===== config.mk =====
export PLATFORM = sky130hd
export DESIGN_NAME = seg7_scan_ctrl
export DESIGN_NICKNAME = d
export VERILOG_FILES = /design/src/rtl/seg7_scan_ctrl.sv
export SDC_FILE = /design/constraint.sdc
export NUM_CORES = 1
export LEC_CHECK = 0
export CAP_MARGIN = 20
export CELL_PAD_IN_SITES_DETAIL_PLACEMENT = 1
export CELL_PAD_IN_SITES_GLOBAL_PLACEMENT = 1
export CORE_MARGIN = 2
export CORE_UTILIZATION = 35
export CTS_CLUSTER_DIAMETER = 200
export DETAILED_ROUTE_END_ITERATION = 8
export GPL_ROUTABILITY_DRIVEN = 0
export PLACE_DENSITY_LB_ADDON = 0.1
export SKIP_CTS_REPAIR_TIMING = 1
export SLEW_MARGIN = 20
export SYNTH_ARGS = -nofsm -noshare
export SYNTH_HDL_FRONTEND = slang
export SYNTH_SLANG_ARGS = --single-unit

===== constraint.sdc =====
create_clock -name clk_i -period 3 [get_ports clk_i]
set_clock_uncertainty 0.1 [all_clocks]
set_input_delay 0.75 -clock clk_i [delete_from_list [all_inputs] [get_ports clk_i]]
set_output_delay 0.75 -clock clk_i [all_outputs]
set_load 0.03 [all_outputs]

===== src/rtl/seg7_scan_ctrl.sv =====
`default_nettype none
// ============================================================================
// Module      : seg7_scan_ctrl
// Description : Multiplexed seven-segment scan controller with load-strobed
//               snapshot, anti-ghost blank gap and leading-zero blanking.
// Revision    : 1.0 - initial release
// ============================================================================
module seg7_scan_ctrl #(
    parameter int DIGITS         = 8,
    parameter int REFRESH_CYCLES = 1000,
    parameter int BLANK_CYCLES   = 2
) (
    input  logic                  clk_i,
    input  logic                  rst_i,
    input  logic [4*DIGITS-1:0]   data_i,
    input  logic [DIGITS-1:0]     dp_i,
    input  logic [DIGITS-1:0]     en_i,
    input  logic                  load_i,
    input  logic                  lzb_i,
    output logic [6:0]            seg_o,
    output logic                  dp_o,
    output logic [DIGITS-1:0]     an_o,
    output logic                  scan_tick_o
);

    localparam int c_IDX_W = (DIGITS > 1) ? $clog2(DIGITS) : 1;
    localparam int c_CNT_W = $clog2(REFRESH_CYCLES);
    localparam logic [c_CNT_W-1:0] c_CNT_LAST = c_CNT_W'(REFRESH_CYCLES - 1);
    localparam logic [c_IDX_W-1:0] c_IDX_LAST = c_IDX_W'(DIGITS - 1);

    logic [c_CNT_W-1:0]   r_cnt;
    logic [c_IDX_W-1:0]   r_idx;
    logic [4*DIGITS-1:0]  r_data;
    logic [DIGITS-1:0]    r_dp;
    logic [DIGITS-1:0]    r_en;
    logic [DIGITS-1:0]    r_an;
    logic [6:0]           r_seg;
    logic                 r_dp_out;
    logic                 r_tick;

    logic                 w_blank;
    logic [3:0]           w_nib;
    logic                 w_dp_sel;
    logic                 w_en_sel;
    logic                 w_upper_zero;
    logic                 w_lzb_blank;
    logic                 w_lit;
    logic [DIGITS-1:0]    w_an;
    logic [6:0]           w_seg_dec;

    generate
        if (BLANK_CYCLES == 0) begin : g_no_blank
            assign w_blank = 1'b0;
        end else begin : g_blank
            assign w_blank = (r_cnt < c_CNT_W'(BLANK_CYCLES));
        end
    endgenerate

    // Select the current digit's fields and whether it and all higher nibbles are zero
    always_comb begin
        w_nib        = 4'h0;
        w_dp_sel     = 1'b0;
        w_en_sel     = 1'b0;
        w_upper_zero = 1'b0;
        for (int i = 0; i < DIGITS; i++) begin
            if (r_idx == c_IDX_W'(i)) begin
                w_nib        = r_data[4*i +: 4];
                w_dp_sel     = r_dp[i];
                w_en_sel     = r_en[i];
                w_upper_zero = ((r_data >> (4*i)) == '0);
            end
        end
    end

    assign w_lzb_blank = lzb_i && (r_idx != '0) && w_upper_zero;
    assign w_lit       = w_en_sel && !w_lzb_blank && !w_blank;

    always_comb begin
        w_an = '1;
        for (int i = 0; i < DIGITS; i++) begin
            if (w_lit && (r_idx == c_IDX_W'(i))) begin
                w_an[i] = 1'b0;
            end
        end
    end

    always_comb begin
        w_seg_dec = 7'b1111111;
        case (w_nib)
            4'h0: w_seg_dec = 7'b0000001;
            4'h1: w_seg_dec = 7'b1001111;
            4'h2: w_seg_dec = 7'b0010010;
            4'h3: w_seg_dec = 7'b0000110;
            4'h4: w_seg_dec = 7'b1001100;
            4'h5: w_seg_dec = 7'b0100100;
            4'h6: w_seg_dec = 7'b0100000;
            4'h7: w_seg_dec = 7'b0001111;
            4'h8: w_seg_dec = 7'b0000000;
            4'h9: w_seg_dec = 7'b0000100;
            4'hA: w_seg_dec = 7'b0001000;
            4'hB: w_seg_dec = 7'b1100000;
            4'hC: w_seg_dec = 7'b0110001;
            4'hD: w_seg_dec = 7'b1000010;
            4'hE: w_seg_dec = 7'b0110000;
            default: w_seg_dec = 7'b0111000;
        endcase
    end

    always_ff @(posedge clk_i) begin
        if (rst_i) begin
            r_cnt    <= '0;
            r_idx    <= '0;
            r_data   <= '0;
            r_dp     <= '0;
            r_en     <= '0;
            r_an     <= '1;
            r_seg    <= 7'b1111111;
            r_dp_out <= 1'b1;
            r_tick   <= 1'b0;
        end else begin
            if (r_cnt == c_CNT_LAST) begin
                r_cnt <= '0;
                r_idx <= (r_idx == c_IDX_LAST) ? '0 : r_idx + 1'b1;
            end else begin
                r_cnt <= r_cnt + 1'b1;
            end
            if (load_i) begin
                r_data <= data_i;
                r_dp   <= dp_i;
                r_en   <= en_i;
            end
            r_tick   <= (r_cnt == c_CNT_LAST);
            r_an     <= w_an;
            r_seg    <= w_lit ? w_seg_dec : 7'b1111111;
            r_dp_out <= w_lit ? ~w_dp_sel : 1'b1;
        end
    end

    assign an_o        = r_an;
    assign seg_o       = r_seg;
    assign dp_o        = r_dp_out;
    assign scan_tick_o = r_tick;

endmodule
`default_nettype wire


==> results of run 1 <==
flip-flops by register name, indices dropped and copies added (netlist names):
register	count
dp_o	1
seg_o	7
r_en	8
r_cnt	10
r_dp	8
r_idx	3
r_data	32
scan_tick_o	1
an_o	8
worst paths after layout:
path / startpoint / to / slack [ns] / cells after the start
setup / recovery: r_idx[1] / seg_o[0] / 0.23 / 10
hold / removal: r_cnt[0] / r_cnt[0] / 0.39 / 1
setup reg to reg: r_idx[1] / seg_o[0] / 0.23 / 10
hold reg to reg: r_cnt[0] / r_cnt[0] / 0.39 / 1
power groups by stage:
| stage | clock network [mW] | logic (mW) | registers, mW |
|---|---|---|---|
| detailed placement | 0 | 0.259 | 1.14 |
| global placement | 0 | 0.256 | 1.14 |
| finish | 0.866 | 0.256 | 1.12 |
| CTS | 0.900 | 0.260 | 1.12 |
| global route | 0.944 | 0.284 | 1.12 |
| floorplan | 0 | 0.150 | 1.13 |
cell usage in the layout (no fill, tap or decap), types with 13 or more instances in the layout:
cell type        Yosys  layout
buf_4                1      13
inv_1               17      17
nor2_1              66      66
nand3_1             14      14
nand2_1             24      24
a21oi_1             21      21
mux2i_1             51      51
dfxtp_1             78      77
clkdlybuf4s50_1      0      66
synth_stat cells (3+ instances only):
| cell type | number |
|---|---|
| mux2i_1 | 51 |
| nor4_1 | 6 |
| o22ai_1 | 3 |
| nand3b_1 | 6 |
| o21ai_0 | 10 |
| ha_1 | 12 |
| and3b_1 | 3 |
| nand2b_1 | 3 |
| o211ai_1 | 3 |
| nand3_1 | 14 |
| a2111oi_2 | 3 |
| xor2_1 | 4 |
| inv_1 | 17 |
| buf_2 | 12 |
| nor2_1 | 66 |
| xnor2_1 | 4 |
| dfxtp_1 | 78 |
| or4_1 | 4 |
| nor3_1 | 4 |
| nand2_1 | 24 |
| clkbuf_1 | 12 |
| a21oi_1 | 21 |
routing by layer:
metal / global-route usage (%) / routed length (microns) / vias up
met2: 29.8 / 4560 / 56
met3: 3.83 / 342 / 10
met1: 23.5 / 4640 / 1490
met5: 0 / 0 / -
met4: 6.49 / 150 / 0
li1: - / - / 1553
cell families (layout without fill, tap and decap cells):
kind of cell	Yosys count	count (layout)	share of synthesized area (%)
compound gates	64	64	12.7
xor+xnor	8	8	1.89
fa+ha+maj	12	12	4.05
buf+inv	47	116	5.66
flops	78	78	42.1
mux	53	53	14.6
simple gates	146	146	19.1
cell type report:
class,count,area (sq um)
Fill cell,1184,5570
Multi-Input combinational cell,283,1940
Sequential cell,78,1560
Clock inverter,3,67.6
Inverter,18,67.6
Clock buffer,13,149
Timing Repair Buffer,82,788
Tap cell,136,170
critical path, cell delays in order, from the launching register on:
cell and delay (ns):
dfxtp_1 0.38, inv_1 0.08, ha_1 0.31, buf_4 0.24, a2111oi_2 0.37, o22ai_1 0.14
a21o_1 0.27, ha_1 0.26, and2b_1 0.18, a21oi_1 0.14, o221ai_1 0.13
stage by stage:
step                power [mW]  cells  cell area (sq um)  utilization, %
global route              2.35    613               4750            46.0
global placement          1.39    597               4530            43.8
CTS                       2.28    613               4740            45.9
floorplan                 1.28    408               3710               -
finish                    2.24    613               4750            46.0
detailed placement        1.40    597               4530            43.8
==> results_dict.tcl, run 1 <==
set metrics [dict create \
    run_status "completed" \
    p_int_mw 1.71 \
    setup_tns_ns 0 \
    cts_root_buffer "clkbuf_8" \
    routed_wirelength_mm 9.69 \
    via_count_of_the_first_global_routing_pass 3148 \
    clock_tree_from_tritoncts "done" \
    ys_dominant_reg_cell "dfxtp_1" \
    ios 69 \
    rsz0062_at_grt "no" \
    drv_cap 0 \
    tritoncts_num_sinks 78 \
    power_switching_mw 0.524 \
    post_synthesis_cell_area_sq_um 3710 \
    dr.first_iter.drc_count 103 \
    clk_pin_slew_ns 0.08 \
    die_y_microns 107 \
    worst_setup_path_start_kind "flop" \
    place.port_buffers 68 \
    cts_buffers 9 \
    synthesis.instances 408 \
    initial_utilization_pct 35.9 \
    count_of_standard_cell_rows 37 \
    largest_area_contributor_in_the_netlist "dfxtp_1" \
    crit_required_ns 3.11 \
    synth_top_area_share_pct 42.1 \
    first_pass_grt_wire_length_mm 16.1 \
    share_comb_of_total_power_pct 11.5 \
    vdd_drop_max_mv 0.186 \
    worstSetupEndpointType "flop" \
    hold_class "reg -> reg" \
    maximum_count_of_clock_buffers_along_a_single_path 2 \
    seq_power_share_pct 49.8 \
    power_per_cell_area_nw_per_um2 471 \
    antenna_cells 0 \
    async_reset_ff_share_pct 0 \
    number_of_synthesized_register_bits 78 \
    synth_area_leaders "dfxtp_1 (42%), mux2i_1 (14%), nor2_1 (6.7%), ha_1 (4.0%), a21oi_1 (2.8%)" \
    antenna_found_initial 0 \
    finalWorstPathRequiredPeriod_ns 2.77 \
    grt_overflow 0 \
    coreArea_sq_um 10300 \
    area_overhead_of_the_layout_relative_to_synthesis_pct 28.0 \
    critPathMaxFanout 13 \
    avgViaCountPerCell 5.07 \
    mappedNetlistNets 472 \
    fin_crit_sh_pct 92.3 \
    power_switching_share_pct 23.4 \
    leakagePower_nw 1.94 \
    timing.final.setup_violations 0 \
    ant_nets 0 \
    first_pass_iters 4 \
    sum_of_net_half_perimeters_after_detailed_placement_mm 7.05 \
    cts_max_level 3 \
    worst_slack_ns 0.232 \
    detailroute.via_count 3109 \
    power_frac_clock_pct 38.7 \
    layout-drive-gt1-share_pct 8.81 \
    drcViolationCount 0 \
    timing.fmax_ghz 0.361 \
    syn_area_per_cell_sq_um 9.10 \
    min_hold_slack_ns 0.386 \
    transition_at_the_pin_with_the_smallest_max_transition_slack_ns 0.571 \
    worst-endpoint-arrival_ns 2.88 \
    post_synth_edffs 0 \
    timing.slew.headroom_pct 62.0 \
    yosysUniqueCellTypes 57 \
    wl_per_cell_microns 15.8 \
    die-area_sq_um 11400 \
    clkLatencyLatePin_ns 0.35 \
    worst_setup_slack_before_clock_tree_synthesis_ns 0.215 \
    number_of_failing_hold_endpoints_at_the_final_stage 0 \
    synth-seq-area-share_pct 42.1 \
    report.final.slew_viol_count 0 \
    fp.dieW_microns 107 \
    grt_util_all_layers_pct 18.1 \
    synth-warning-count 0 \
    crit_type "reg -> reg" \
    layout.nets 536 \
    grt_max_degree 55 \
]
(Power assumes the default switching activity.)
==> run 2: changes to the inputs <==
--- a/config.mk
+++ b/config.mk
@@ -15,7 +15,6 @@
 export GPL_ROUTABILITY_DRIVEN = 0
 export PLACE_DENSITY_LB_ADDON = 0.1
 export SKIP_CTS_REPAIR_TIMING = 1
-export SLEW_MARGIN = 20
 export SYNTH_ARGS = -nofsm -noshare
 export SYNTH_HDL_FRONTEND = slang
 export SYNTH_SLANG_ARGS = --single-unit
==> results of run 2 <==
Same layout as run 1: the final DEF is identical, and so are final timing and power.
==> run 3: changes to the inputs <==
--- a/config.mk
+++ b/config.mk
@@ -13,6 +13,7 @@
 export CTS_CLUSTER_DIAMETER = 200
 export DETAILED_ROUTE_END_ITERATION = 8
 export GPL_ROUTABILITY_DRIVEN = 0
+export MAX_ROUTING_LAYER = met4
 export PLACE_DENSITY_LB_ADDON = 0.1
 export SKIP_CTS_REPAIR_TIMING = 1
 export SYNTH_ARGS = -nofsm -noshare
==> constraint.sdc (replaced) <==
create_clock -name clk_i -period 3.5 [get_ports clk_i]
set_clock_uncertainty 0.1 [all_clocks]
set_input_delay 0.875 -clock clk_i [delete_from_list [all_inputs] [get_ports clk_i]]
set_output_delay 0.875 -clock clk_i [all_outputs]
set_load 0.03 [all_outputs]
==> results_dict.tcl, run 3 (synthesis results as in run 1) <==
set metrics [dict create \
    run_status "completed" \
    worst_setup_path_start_kind "flop" \
    cts_buffers 9 \
    power_per_cell_area_nw_per_um2 408 \
    worst-endpoint-arrival_ns 3.08 \
    clkLatencyLatePin_ns 0.36 \
    initial_utilization_pct 35.9 \
    clk_pin_slew_ns 0.08 \
    final_common_cell "dfxtp_1" \
    via_count_of_the_first_global_routing_pass 3223 \
    timing.final.setup_violations 0 \
    maximum_count_of_clock_buffers_along_a_single_path 2 \
    clock_tree_from_tritoncts "done" \
    report.final.slew_viol_count 0 \
    worstSetupEndpointType "flop" \
    antenna_cells 0 \
    worst_reg2reg_path_depth 9 \
    layout_common_cells "dfxtp_1 (78), nor2_1 (66), clkdlybuf4s50_1 (66)" \
    count_of_standard_cell_rows 37 \
    number_of_failing_hold_endpoints_at_the_final_stage 0 \
    crit_type "reg -> reg" \
    vdd_drop_max_mv 0.224 \
    setup_tns_ns 0 \
    dr.first_iter.drc_count 144 \
    cts_root_buffer "clkbuf_8" \
    ant_nets 0 \
    worst_setup_slack_before_clock_tree_synthesis_ns 0.540 \
    largest_register_by_flop_count "r_data" \
    avgViaCountPerCell 5.07 \
    tritoncts_num_sinks 78 \
    leakagePower_nw 1.92 \
    cts_max_level 3 \
    first_pass_grt_wire_length_mm 16.2 \
    area_overhead_of_the_layout_relative_to_synthesis_pct 26.8 \
    worst_slack_ns 0.547 \
    detailroute.via_count 3089 \
    die_y_microns 107 \
    totalPowerFinal_mw 1.92 \
    ios 69 \
    drv_cap 0 \
    wl_per_cell_microns 15.7 \
    largest_register_ffs 32 \
    die-area_sq_um 11400 \
    hold_class "reg -> reg" \
    timing.fmax_ghz 0.339 \
    top_regs "r_data (32), r_cnt (10)" \
    routed_wirelength_mm 9.57 \
    first_pass_iters 4 \
    min_hold_slack_ns 0.380 \
    antenna_found_initial 0 \
    crit_required_ns 3.62 \
    coreArea_sq_um 10300 \
    sum_of_net_half_perimeters_after_detailed_placement_mm 6.97 \
    fp.dieW_microns 107 \
    transition_at_the_pin_with_the_smallest_max_transition_slack_ns 0.832 \
    grt_util_all_layers_pct 18.4 \
    grt_overflow 0 \
    grt_max_degree 55 \
    critPathMaxFanout 18 \
    rsz0062_at_grt "no" \
    layout.nets 532 \
    worst_reg_to_reg_setup_slack_ns 0.55 \
    place.port_buffers 68 \
    finalWorstPathRequiredPeriod_ns 2.95 \
    fin_crit_sh_pct 84.4 \
    drcViolationCount 0 \
    timing.slew.headroom_pct 44.6 \
    layout-drive-gt1-share_pct 8.03 \
    whs_path_depth 1 \
]
## run 3: layer usage
layer | vias to the layer above | track usage [%] | wire (microns)
met2 | 55 | 29.0 | 4450
li1 | 1549 | - | -
met1 | 1474 | 24.1 | 4660
met4 | 0 | 5.57 | 110
met3 | 11 | 3.34 | 352
met5 | - | - | 0
## run 3: worst paths after layout
check	from	end
hold reg to reg	r_cnt[0]	r_cnt[0]
setup / recovery	r_idx[0]	seg_o[3]
hold / removal	r_cnt[0]	r_cnt[0]
setup reg to reg	r_idx[0]	seg_o[3]
## run 3: report_power, final
part	switching, mW	internal (mW)
registers	0.0307	0.925
clock network	0.330	0.418
logic	0.0968	0.120
total	0.457	1.46
## run 3: cell type report
type | instances | area (sq um)
inverters | 18 | 67.6
well taps | 136 | 170
multi-input cells | 283 | 1940
flip-flops and latches | 78 | 1560
clock buffers | 10 | 138
fillers | 1210 | 5620
repair buffers | 78 | 746
clock inverters | 6 | 85.1
## run 3: worst max-delay path, stage by stage, from the launching register on
cell and delay [ns]:
dfxtp_1 0.40, ha_1 0.58, and3b_1 0.26, a2111oi_2 0.34
o22ai_1 0.16, a21o_1 0.27, ha_1 0.25, mux2_4 0.27
mux2i_1 0.13, nand2_1 0.06
## run 3: per-stage QoR
| stage | utilization [%] | instance area (sq um) | cells |
|---|---|---|---|
| 2_1_floorplan | - | 3710 | 408 |
| 3_3_place_gp | 43.4 | 4480 | 593 |
| 3_5_place_dp | 43.4 | 4480 | 593 |
| 4_1_cts | 45.6 | 4710 | 609 |
| 5_1_grt | 45.6 | 4710 | 609 |
| 6_report | 45.6 | 4710 | 609 |
